### src/rtl/regwrite_pkg.sv
`default_nettype none
// ============================================================================
// Module  : regwrite_pkg
// Brief   : Shared state encoding and default widths for the register-write
//           stage of the two-phase pipeline.
// Revision: 1.0 - initial release
// ============================================================================
package regwrite_pkg;

    localparam int c_DEF_DATA_WIDTH  = 32;
    localparam int c_DEF_ADDR_WIDTH  = 5;
    localparam int c_DEF_SYNC_STAGES = 2;
    localparam int c_COUNT_WIDTH     = 16;

    typedef enum logic [1:0] {
        ST_IDLE  = 2'd0,
        ST_WRITE = 2'd1,
        ST_ACK   = 2'd2
    } state_t;

endpackage : regwrite_pkg
`default_nettype wire

### src/rtl/regwrite_stage_2ph_sync_ff.sv
`default_nettype none
// ============================================================================
// Module  : sync_ff
// Brief   : SYNC_STAGES-deep flop chain for bringing a two-phase level into
//           the clk domain; synchronous active-low reset to 0.
// Revision: 1.0 - initial release
// ============================================================================
module sync_ff #(
    parameter int SYNC_STAGES = 2
) (
    input  logic clk,
    input  logic rstn,
    input  logic d,
    output logic q
);

    logic [SYNC_STAGES-1:0] r_chain;

    always_ff @(posedge clk) begin
        if (!rstn) begin
            r_chain <= '0;
        end else begin
            r_chain <= {r_chain[SYNC_STAGES-2:0], d};
        end
    end

    assign q = r_chain[SYNC_STAGES-1];

endmodule : sync_ff
`default_nettype wire

### src/rtl/regwrite_stage_2ph.sv
`default_nettype none
// ============================================================================
// Module  : regwrite_stage_2ph
// Brief   : Two-phase request -> clk-domain register-file write stage with a
//           two-phase acknowledge, debug read port and write counter.
// Revision: 1.0 - initial release
// ============================================================================
module regwrite_stage_2ph
    import regwrite_pkg::*;
#(
    parameter int DATA_WIDTH  = c_DEF_DATA_WIDTH,
    parameter int ADDR_WIDTH  = c_DEF_ADDR_WIDTH,
    parameter int SYNC_STAGES = c_DEF_SYNC_STAGES
) (
    input  logic                     clk,
    input  logic                     rstn,
    input  logic                     req,
    output logic                     ack,
    input  logic [ADDR_WIDTH-1:0]    wb_addr,
    input  logic [DATA_WIDTH-1:0]    wb_data,
    input  logic [ADDR_WIDTH-1:0]    dbg_addr,
    output logic [DATA_WIDTH-1:0]    dbg_rdata,
    output logic [c_COUNT_WIDTH-1:0] wr_count
);

    localparam int c_DEPTH = 2**ADDR_WIDTH;

    logic                     w_req_s;
    logic                     w_pending;
    logic                     w_capture;
    logic                     w_write;
    logic                     w_toggle_ack;
    state_t                   r_state;
    state_t                   w_state_nxt;
    logic                     r_req_seen;
    logic                     r_ack;
    logic [ADDR_WIDTH-1:0]    r_hold_addr;
    logic [DATA_WIDTH-1:0]    r_hold_data;
    logic [c_COUNT_WIDTH-1:0] r_wr_count;
    logic [DATA_WIDTH-1:0]    r_mem [c_DEPTH];

    sync_ff #(
        .SYNC_STAGES (SYNC_STAGES)
    ) u_req_sync (
        .clk  (clk),
        .rstn (rstn),
        .d    (req),
        .q    (w_req_s)
    );

    assign w_pending = w_req_s ^ r_req_seen;

    always_ff @(posedge clk) begin
        if (!rstn) begin
            r_state <= ST_IDLE;
        end else begin
            r_state <= w_state_nxt;
        end
    end

    always_comb begin
        w_state_nxt  = r_state;
        w_capture    = 1'b0;
        w_write      = 1'b0;
        w_toggle_ack = 1'b0;
        case (r_state)
            ST_IDLE: begin
                if (w_pending) begin
                    w_capture   = 1'b1;
                    w_state_nxt = ST_WRITE;
                end
            end
            ST_WRITE: begin
                w_write     = 1'b1;
                w_state_nxt = ST_ACK;
            end
            ST_ACK: begin
                w_toggle_ack = 1'b1;
                w_state_nxt  = ST_IDLE;
            end
            default: w_state_nxt = ST_IDLE;
        endcase
    end

    // Bundled data is only sampled on the IDLE->WRITE transition.
    always_ff @(posedge clk) begin
        if (!rstn) begin
            r_req_seen  <= 1'b0;
            r_ack       <= 1'b0;
            r_hold_addr <= '0;
            r_hold_data <= '0;
            r_wr_count  <= '0;
        end else begin
            if (w_capture) begin
                r_req_seen  <= w_req_s;
                r_hold_addr <= wb_addr;
                r_hold_data <= wb_data;
            end
            if (w_write && (r_hold_addr != '0)) begin
                r_wr_count <= r_wr_count + 1'b1;
            end
            if (w_toggle_ack) begin
                r_ack <= ~r_ack;
            end
        end
    end

    // Entry 0 is never written; the read mux also forces it to zero.
    always_ff @(posedge clk) begin
        if (!rstn) begin
            for (int i = 0; i < c_DEPTH; i++) begin
                r_mem[i] <= '0;
            end
        end else if (w_write && (r_hold_addr != '0)) begin
            r_mem[r_hold_addr] <= r_hold_data;
        end
    end

    assign dbg_rdata = (dbg_addr == '0) ? '0 : r_mem[dbg_addr];
    assign ack       = r_ack;
    assign wr_count  = r_wr_count;

endmodule : regwrite_stage_2ph
`default_nettype wire

### config.mk
export PLATFORM = sky130hd
export DESIGN_NAME = regwrite_stage_2ph
export DESIGN_NICKNAME = d
export VERILOG_FILES = /design/src/rtl/regwrite_pkg.sv /design/src/rtl/regwrite_stage_2ph_sync_ff.sv /design/src/rtl/regwrite_stage_2ph.sv
export SDC_FILE = /design/constraint.sdc
export NUM_CORES = 1
export LEC_CHECK = 0
export ABC_CLOCK_PERIOD_IN_PS = 11390
export BUFFER_PORTS_ARGS = -buffer_cell sky130_fd_sc_hd__buf_2
export CAP_MARGIN = 20
export CORE_ASPECT_RATIO = 0.75
export CORE_UTILIZATION = 40
export CTS_BUF_LIST = sky130_fd_sc_hd__clkbuf_8
export DETAILED_ROUTE_END_ITERATION = 8
export PLACE_DENSITY = 0.64
export SETUP_SLACK_MARGIN = 0.5
export SYNTH_ARGS = -nofsm -noshare
export SYNTH_HDL_FRONTEND = slang
export SYNTH_SLANG_ARGS = --single-unit
### constraint.sdc
create_clock -name clk -period 11.39 [get_ports clk]
set_input_delay 2.278 -clock clk [delete_from_list [all_inputs] [get_ports clk]]
set_output_delay 2.278 -clock clk [all_outputs]
set_load 0.02 [all_outputs]
==> summary.md <==
| Metric | Value |
|---|---|
| Status | completed |
| Post-CTS Hold Fix Bufs | 0 |
| Clock sinks | 1083 |
| Reg-to-reg slack, setup | 7.86 ns |
| Crit end category | output pin |
| Critical path type | input pin to output pin |
| RSZ-0062 raised after global routing | no |
| I/O Buffers | a little over 90 |
| TritonCTS clock tree | built |
| Comb pwr share | 0.076 |
| Grt total ovfl | 0 |
| Placer congestion estimate | ~0.8 |
| CP arrival | 5.80 ns |
| Die ar. | roughly 0.12 mm² |
| Post-DRT Antenna Nets | 0 |
| All-Layer GR Usage | 0.235 |
| Vias | 29200 |
| CTS HTree Levels | 4 |
| Setup_tns | 0 ns |
| Part of the power in registers | 0.559 |
| Drt drc | 0 |
| 1st-iter DRT viols | 3903 |
| Last element of the critical path | dbg_rdata[7] |
| Power after layout | 8120 µW |
| Yosys cell types | between 40 and 50 |
| CORE AREA | 0.120 mm² |
| Pwr Density | about 150 mW/mm² |
| WL/cell | 27.9 µm |
| WP buf/inv | 4 |
| CP Launch Type | input pin |
| Worst-path clk slew | 0.06 ns |
| Dpl ws | 3.34 ns |
| Final setup fails | 0 |
| First-pass GRT wire length | 207 mm |
| Tightest Hold Check Type | flop to flop |
| Post-synth EDFFs | 1024 |
| Number of global-route vias before repair | 29000 |
| Psw | approximately 2000 µW |
| Reg2reg end | r_mem[16][12] |
| Maximum vdd ir drop | approximately 0.00013 V |
| Worst reg2reg path startpoint | r_hold_addr[4] |
| Commonest cells post-synth | edfxtp_1 (1024), and2_1 (997), clkbuf_1 (263), mux2i_1 (257), nand2_1 (146) |
| Largest net degree at the start of global routing | 94 |
| Vert. Die Dim | 304 µm |
| Post-synthesis sequential area ratio | 0.656 |
| Layout cells sized above 1 | 0.176 |
| Crit-path max cell delay | 0.85 ns |
| Worst skew pair latency | 0.88 ns |
| Peak fanout along the critical path | 56 |
| Yosys warnings | 0 |
| Most numerous cell in the Yosys netlist | edfxtp_1 |
| CP startpoint | dbg_addr[2] |
| DR pass1 iterations | 5 |
| Switching share of power | 0.249 |
| CTS buffer count | approximately 160 |
| Mapped Cells | ~3400 |
| Cell Rows | 110 |
| Synthesized flop and latch total | 1083 |
| Final min period | 8.08 ns |
| Post_cts resized | 0 |
| Initial antenna violation count | 11 |
| Synthesized area per cell | 14.3 µm² |
| Yosys top cell area share | 0.632 |
| Tcrit/Tclk final | 0.709 |
| P_leak | roughly 0.02 µW |
| Main synth FF type | edfxtp_1 |
| Worst Tran Pin Value | approximately 1.1 ns |
| Crit path depth | 8 |
| HPWL after DPL | between 70 and 80 mm |
| # IOs | 94 |
| Clock network fraction of total power | 0.365 |
| CP required | 9.11 ns |
| Post-synth top area cell | edfxtp_1 |
| Post-CTS Repair Setup Buffers | 0 |
| Most frequent cell on the critical path | buf_4 |
| Slew margin rel. | 0.240 |
| Pint | 6090 µW |
| Clock Skew | 0.0422 ns |
| Hold path cells | 1 |
| Asr flop ratio synth | 0 |
| Synthesized area | 0.0487 mm² |
| Synth top area cells | edfxtp_1 (63%), and2_1 (13%), mux4_2 (5.9%), mux2i_1 (5.3%), dfxtp_1 (2.4%) |
| CTS root buf | clkbuf_8 |
| Critical path cell sequence | buf_8 -> buf_4 -> buf_4 -> mux4_2 -> mux2_2 -> a221oi_1 -> a211oi_1 -> buf_2 |
| Die width | 405 µm |
| Worst reg-to-reg path cell count | 5 |
| Max Slew Vio Count | 0 |
| FMAX | 124 MHz |
| Max clock buf depth | 3 |
| Largest delay share family, worst path | buffers and inverters |
| Vias per inst | 5.60 |
| Final nets | 3507 |
| Final-report hold violation count | 0 |
| Initial Utilization | 0.405 |
| Fill cells | ~11000 |
| Critical Path Slowest Stage Cell | buf_4 |
| Maxcap violations | 0 |
| Area Overhead vs Synth | 11.4% |
| Setup WS post-layout | 3.31 ns |
| Post-Route WL | 145 mm |
power by group through the flow:
stage	clock, µW	sequential [µW]	combinational (µW)
after floorplan	0	4600	357
after global placement	0	4630	590
after detailed placement	0	4630	594
after CTS	3000	4550	596
after global routing	3150	4550	639
final	2960	4540	614
flip-flops by register name, indices dropped and copies added (netlist names):
signal / flops
u_req_sync.r_chain: 2
r_hold_data: 32
r_mem: 1024
r_hold_addr: 5
r_req_seen: 1
wr_count: 16
ack: 1
r_state: 2
area by class of cell:
type / instances / area (µm²) / area share
Clock inverter: 111 / 512 / 0.00944
Sequential cell: 1083 / 31900 / 0.589
Inverter: 4 / 17.5 / 0.000323
Tap cell: 1624 / 2030 / 0.0375
Timing Repair Buffer: 200 / 1460 / 0.0270
Multi-Input combinational cell: 2010 / 15900 / 0.293
Clock buffer: 173 / 2380 / 0.0439
Antenna cell: 5 / 12.5 / 0.000231
per-stage QoR:
step / std cells / utilization / hold slack, ns / area, µm²
final: 5210 / 0.451 / 0.429 / 54200
after global routing: 5206 / 0.451 / 0.452 / 54200
after CTS: 5199 / 0.449 / 0.435 / 54100
after detailed placement: 4915 / 0.425 / 0.421 / 51200
after global placement: 4914 / 0.425 / 0.416 / 51200
after floorplan: 3430 / - / 0.412 / 48800
how the worst min path moves through the flow:
| stage | startpoint | endpoint | slack (ns) |
|---|---|---|---|
| floorplan | u_req_sync.r_chain[0] | u_req_sync.r_chain[1] | 0.41 |
| global placement | u_req_sync.r_chain[0] | u_req_sync.r_chain[1] | 0.42 |
| detailed placement | u_req_sync.r_chain[0] | u_req_sync.r_chain[1] | 0.42 |
| CTS | u_req_sync.r_chain[0] | u_req_sync.r_chain[1] | 0.44 |
| global route | u_req_sync.r_chain[0] | u_req_sync.r_chain[1] | 0.45 |
| finish | u_req_sync.r_chain[0] | u_req_sync.r_chain[1] | 0.43 |
per-layer routing:
metal | vias up | routed length [µm] | track usage
li1 | 12500 | - | -
met1 | 14900 | 61700 | 0.344
met2 | 1578 | 64700 | 0.353
met3 | 226 | 15300 | 0.0467
met4 | 4 | 3570 | 0.0706
met5 | - | 27 | 0
worst register-to-register path, cell delays in order, from the launching register on:
cell	delay, ns
dfxtp_1	0.81
or4b_1	0.78
nor3_4	0.21
buf_4	0.50
nand2b_2	0.23
buf_4	0.56
cell usage in the layout, fill, tap and decap left out, types with 33 or more instances in the layout:
cell         n
edfxtp_1  1024
and2_1     995
mux2i_1    257
clkbuf_8   173
nand2_1    145
mux4_2     128
buf_4       98
buf_2       89
a21oi_1     79
o221ai_1    64
inv_1       62
dfxtp_1     59
nand4_1     34
a211oi_1    33
kinds of logic after synthesis:
kind of cell,share of synthesized area
AND/OR/NAND/NOR,0.155
flip-flops,0.656
multiplexers,0.119
buffers and inverters,0.0281
AO/OA/AOI/OAI,0.0396
XOR/XNOR,0.00162
adder cells (fa/ha/maj),0.000257
other,0.0000770
(Power assumes the default switching activity.)
